[src/rtl/echo_sequencer.sv]
// Spin-echo pulse sequencer: pi/2 - tau - pi - tau - pi/2, repeated n_rep times with holdoff.
// Optional macro SYNC_TRIG_EN adds a two-flop synchronizer on trig ahead of edge detection.
module echo_sequencer #(
  parameter int CNT_W = 16,
  parameter int REP_W = 8
) (
  input  logic             clk,
  input  logic             rst,
  input  logic             trig,
  input  logic [CNT_W-1:0] pi2_len,
  input  logic [CNT_W-1:0] tau_len,
  input  logic [CNT_W-1:0] hold_len,
  input  logic [REP_W-1:0] n_rep,
  output logic             rf,
  output logic             busy,
  output logic             done,
  output logic [2:0]       seg,
  output logic             overrun
);

  typedef enum logic [2:0] {
    S_IDLE  = 3'd0,
    S_PI2_A = 3'd1,
    S_GAP1  = 3'd2,
    S_PI    = 3'd3,
    S_GAP2  = 3'd4,
    S_PI2_B = 3'd5,
    S_HOLD  = 3'd6
  } state_t;

  // One extra bit so the pi segment (2*pi2_len) never overflows.
  localparam int CW = CNT_W + 1;

  state_t           state_q, state_d;
  logic [CW-1:0]    cnt_q, cnt_d;
  logic [CNT_W-1:0] pi2_q, pi2_d, tau_q, tau_d, hold_q, hold_d;
  logic [REP_W-1:0] rep_q, rep_d;
  logic             rf_q, rf_d, busy_q, busy_d, done_q, done_d, overrun_q, overrun_d;
  logic             trig_in, trig_q, trig_d, rise, cnt_zero;

`ifdef SYNC_TRIG_EN
  logic sync1_q, sync1_d, sync2_q, sync2_d;
  always_comb begin
    sync1_d = trig;
    sync2_d = sync1_q;
  end
  always_ff @(posedge clk or posedge rst) begin
    if (rst) begin
      sync1_q <= 1'b0;
      sync2_q <= 1'b0;
    end else begin
      sync1_q <= sync1_d;
      sync2_q <= sync2_d;
    end
  end
  assign trig_in = sync2_q;
`else
  assign trig_in = trig;
`endif

  assign trig_d   = trig_in;
  assign rise     = trig_in & ~trig_q;
  assign cnt_zero = (cnt_q == '0);

  // State register and all datapath flops.
  always_ff @(posedge clk or posedge rst) begin
    if (rst) begin
      state_q   <= S_IDLE;
      cnt_q     <= '0;
      pi2_q     <= '0;
      tau_q     <= '0;
      hold_q    <= '0;
      rep_q     <= '0;
      trig_q    <= 1'b0;
      rf_q      <= 1'b0;
      busy_q    <= 1'b0;
      done_q    <= 1'b0;
      overrun_q <= 1'b0;
    end else begin
      // NOTE: non-blocking assignments so every flop samples pre-edge values.
      state_q   <= state_d;
      cnt_q     <= cnt_d;
      pi2_q     <= pi2_d;
      tau_q     <= tau_d;
      hold_q    <= hold_d;
      rep_q     <= rep_d;
      trig_q    <= trig_d;
      rf_q      <= rf_d;
      busy_q    <= busy_d;
      done_q    <= done_d;
      overrun_q <= overrun_d;
    end
  end

  // Next-state and counter logic; counter holds L-1 on entry, segment ends at zero.
  always_comb begin
    // NOTE: defaults first so no path leaves a variable unassigned (no latches).
    state_d   = state_q;
    cnt_d     = cnt_zero ? cnt_q : cnt_q - CW'(1);
    pi2_d     = pi2_q;
    tau_d     = tau_q;
    hold_d    = hold_q;
    rep_d     = rep_q;
    overrun_d = overrun_q;
    unique case (state_q)
      S_IDLE: begin
        cnt_d = '0;
        if (rise) begin
          pi2_d     = pi2_len  | CNT_W'(pi2_len  == '0);
          tau_d     = tau_len  | CNT_W'(tau_len  == '0);
          hold_d    = hold_len | CNT_W'(hold_len == '0);
          rep_d     = n_rep    | REP_W'(n_rep    == '0);
          cnt_d     = {1'b0, pi2_d} - CW'(1);
          overrun_d = 1'b0;
          state_d   = S_PI2_A;
        end
      end
      S_PI2_A: if (cnt_zero) begin
        state_d = S_GAP1;
        cnt_d   = {1'b0, tau_q} - CW'(1);
      end
      S_GAP1: if (cnt_zero) begin
        state_d = S_PI;
        cnt_d   = {pi2_q, 1'b0} - CW'(1);
      end
      S_PI: if (cnt_zero) begin
        state_d = S_GAP2;
        cnt_d   = {1'b0, tau_q} - CW'(1);
      end
      S_GAP2: if (cnt_zero) begin
        state_d = S_PI2_B;
        cnt_d   = {1'b0, pi2_q} - CW'(1);
      end
      S_PI2_B: if (cnt_zero) begin
        rep_d = rep_q - REP_W'(1);
        if (rep_q > REP_W'(1)) begin
          state_d = S_HOLD;
          cnt_d   = {1'b0, hold_q} - CW'(1);
        end else begin
          state_d = S_IDLE;
          cnt_d   = '0;
        end
      end
      S_HOLD: if (cnt_zero) begin
        state_d = S_PI2_A;
        cnt_d   = {1'b0, pi2_q} - CW'(1);
      end
      default: begin
        state_d = S_IDLE;
        cnt_d   = '0;
      end
    endcase
    if (rise && busy_q) overrun_d = 1'b1;
  end

  // Registered outputs derived from the upcoming state.
  always_comb begin
    rf_d   = (state_d == S_PI2_A) || (state_d == S_PI) || (state_d == S_PI2_B);
    busy_d = (state_d != S_IDLE);
    done_d = (state_q == S_PI2_B) && cnt_zero && (rep_q <= REP_W'(1));
  end

  assign rf      = rf_q;
  assign busy    = busy_q;
  assign done    = done_q;
  assign seg     = state_q;
  assign overrun = overrun_q;

endmodule

[config.mk]
export PLATFORM = sky130hd
export DESIGN_NAME = echo_sequencer
export DESIGN_NICKNAME = d
export VERILOG_FILES = /design/src/rtl/echo_sequencer.sv
export SDC_FILE = /design/constraint.sdc
export NUM_CORES = 1
export LEC_CHECK = 0
export CAP_MARGIN = 15
export CORE_ASPECT_RATIO = 0.9
export CORE_MARGIN = 2
export CORE_UTILIZATION = 55
export DETAILED_ROUTE_END_ITERATION = 10
export GPL_TIMING_DRIVEN = 1
export PLACE_DENSITY_LB_ADDON = 0.15
export SLEW_MARGIN = 20
export SYNTH_ARGS = -nofsm -noshare
export SYNTH_HDL_FRONTEND = slang
export SYNTH_SLANG_ARGS = --single-unit
[constraint.sdc]
create_clock -name clk -period 3.7 [get_ports clk]
set_clock_uncertainty 0.05 [all_clocks]
set_input_delay 0.74 -clock clk [delete_from_list [all_inputs] [get_ports clk]]
set_output_delay 0.74 -clock clk [all_outputs]
set_load 0.02 [all_outputs]
==> results.json <==
{
  "clockBufferDepth": 2,
  "synth_seq_area_share_pct": 37.59,
  "worst_pin_slew_ns": 0.7474,
  "drc": 0,
  "cts_sinks": 81,
  "syn_inst": 690,
  "place.gp.congestion": 0.9842,
  "numCtsBuffers": 9,
  "yosysWarnings": 0,
  "hold_start": "rep_q[7]$_DFFE_PP0P_",
  "fin_crit_sh_pct": 90.07,
  "num_vias": 5338,
  "start_kind": "primary input",
  "synth-edff-count": 0,
  "worstReg2RegEnd": "cnt_q[14]$_DFF_PP0_",
  "r2r_slack_ns": 0.71,
  "grt_pass1_vias": 5255,
  "dieHeight_um": 97.94,
  "viasPerCell": 6.066,
  "fin_hold_ws_ns": 0.4416,
  "status": "finished clean",
  "maxSlewHeadroom_pct": 49.65,
  "hold_buffers": 0,
  "clk_latency_ns": 0.38,
  "post_cts_buffers": 0,
  "cts_resized": 0,
  "final_hold_viol_count": 0,
  "max_clock_freq_mhz": 300.1,
  "reg2reg_depth": 8,
  "final-setup-viol-count": 0,
  "yosysUniqueCellTypes": 61,
  "critical_path_class": "in -> reg",
  "ir_drop_mv": 0.2935,
  "synth_area_per_cell_sq_um": 7.815,
  "cp-end-kind": "flop",
  "core-area_sq_um": 9614,
  "r2r_start": "cnt_q[0]$_DFF_PP0_",
  "htreeDepth": 3,
  "hold_path_class": "reg -> reg",
  "hold_path_end": "rep_q[7]$_DFFE_PP0P_",
  "gr-usage-all-layers_pct": 31.77,
  "fin_ws_ns": 0.3673,
  "dp_hpwl_mm": 12.13,
  "place_ws_ns": 0.01479,
  "overflow": 0,
  "antenna_found_initial": 0,
  "total_power_uw": 1659,
  "grt_pass1_wl_mm": 26.19,
  "setup-tns-final_ns": 0,
  "synth.cell_area_sq_um": 5393,
  "cts_root_buffer": "clkbuf_8",
  "cp.arrival_ns": 3.55,
  "synth-seq-cells": 81,
  "ys_async_sr_fraction_pct": 100.0,
  "grt_setup_unrepaired": "no",
  "design.die.area_sq_um": 10610,
  "cts_tree": "yes",
  "std_cell_rows": 34,
  "slew_violations": 0,
  "numPortBuffers": 65,
  "cellPowerDensity_nw_per_um2": 260.0,
  "cp_max_fo": 4,
  "cap_violations": 0,
  "io_pins": 66,
  "layout.nets": 816,
  "min_path_cells": 2,
  "initial_core_util_pct": 56.09,
  "cts.clk_slew.worst_paths_ns": 0.08,
  "grt_max_degree": 34,
  "min_period_ns": 3.333,
  "die_w_um": 108.4,
  "synth-main-ff-cell": "dfrtp_1",
  "first_pass_iters": 5,
  "worstPathRequired_ns": 3.91,
  "wirelength_mm": 15.79,
  "antenna_cells": 0,
  "drive_above_1_share_pct": 5.703,
  "area_growth_pct": 18.31,
  "synth_fp_nets": 757,
  "drt_iter0_markers": 479,
  "routedWlPerCell_um": 17.95,
  "p_leak_uw": 0.002739,
  "ant_nets": 0
}
==> cells in the mapped netlist (5+ instances only) <==
master    count  area, sq um
xnor2_1      27        236.5
clkbuf_1     27        101.4
a211oi_1      7        52.55
nor4_1       27        168.9
or3_1        16        100.1
a31oi_1       5        31.28
o21ai_0      36        180.2
nor3b_1       6        45.04
nand2b_1      7        43.79
xor2_1       32        280.3
or4_1        10        75.07
nand2_1     173        649.4
inv_1        14        52.55
ha_1          8        100.1
nor3_1       29        145.1
dfrtp_1      81         2027
o221ai_1      6        52.55
a21oi_1      28        140.1
nand3_1       9        45.04
nor2_1       56        210.2
o22ai_1      13        81.33
==> routing by layer <==
layer  share of wire [%]  wire, um  GRT usage [%]
met1                  45      7051          43.29
met2                  46      7206          49.20
met3                 6.8      1072          8.011
met4                 2.9       461          11.34
met5                   0         0              0
==> cells in the final DEF (no fill, tap or decap), drive strengths merged, types with 15 or more instances in the layout <==
cell type,count
nor4,29
buf,15
clkdlybuf4s50,65
a21oi,28
dfrtp,81
xor2,32
xnor2,27
o21ai,37
or3,16
nor3,29
nand2,173
nor2,56
==> how the worst max path moves through the flow <==
| stage | from | to | slack (ns) | cells past startpoint |
|---|---|---|---|---|
| after detailed placement | pi2_len[8] | cnt_q[8]$_DFF_PP0_ | 0.01 | 11 |
| after global placement | pi2_len[8] | cnt_q[8]$_DFF_PP0_ | 0.11 | 11 |
| after floorplan | pi2_len[8] | cnt_q[8]$_DFF_PP0_ | 0.64 | 10 |
| final | pi2_len[8] | cnt_q[8]$_DFF_PP0_ | 0.37 | 11 |
| after CTS | pi2_len[8] | cnt_q[8]$_DFF_PP0_ | 0.40 | 11 |
| after global routing | pi2_len[8] | cnt_q[8]$_DFF_PP0_ | 0.19 | 11 |
==> stage by stage <==
stage | instances | utilization, % | instance area, sq um
after floorplan | 690 | - | 5393
after global placement | 864 | 64.42 | 6193
after detailed placement | 864 | 64.42 | 6193
after CTS | 880 | 66.36 | 6380
after global routing | 880 | 66.36 | 6380
final | 880 | 66.36 | 6380
==> worst max-delay path: stages <==
cell             delay (ns)
clkdlybuf4s50_1        0.42
or4_1                  0.56
nor4b_1                0.38
a31oi_1                0.17
ha_1                   0.28
nor4b_1                0.18
nand2_1                0.16
xor2_1                 0.17
nor2_1                 0.08
a211o_1                0.25
o32a_1                 0.17
==> layout make-up <==
class                   count  area, sq um
clock buffers              10        127.6
multi-input cells         563         3192
repair buffers             80        763.2
inverters                  14        53.80
flip-flops and latches     81         2027
clock inverters             6        58.81
fillers                   843         3234
well taps                 126        157.7
==> where the power goes <==
part | switching, uW | total, uW | internal (uW)
Combinational | 52.5 | 122 | 69.6
Sequential | 0.216 | 885 | 885
Clock | 343 | 652 | 309
Total | 396 | 1660 | 1260
==> flip-flops by register name, summed over array words and instances (netlist names), 3 cells and up <==
signal and flops:
cnt_q 17, hold_q 16, pi2_q 16, tau_q 16
rep_q 8, seg 3
==> cell families after synthesis <==
group	count (synthesis)	share of synthesized area, %
buffers and inverters	46	3.295
multiplexers	3	0.5800
AND/OR/NAND/NOR	366	32.25
flip-flops	81	37.59
adder cells (fa/ha/maj)	9	2.042
XOR/XNOR	59	9.582
AO/OA/AOI/OAI	126	14.66
No activity file was read; power rests on OpenSTA's default activity.
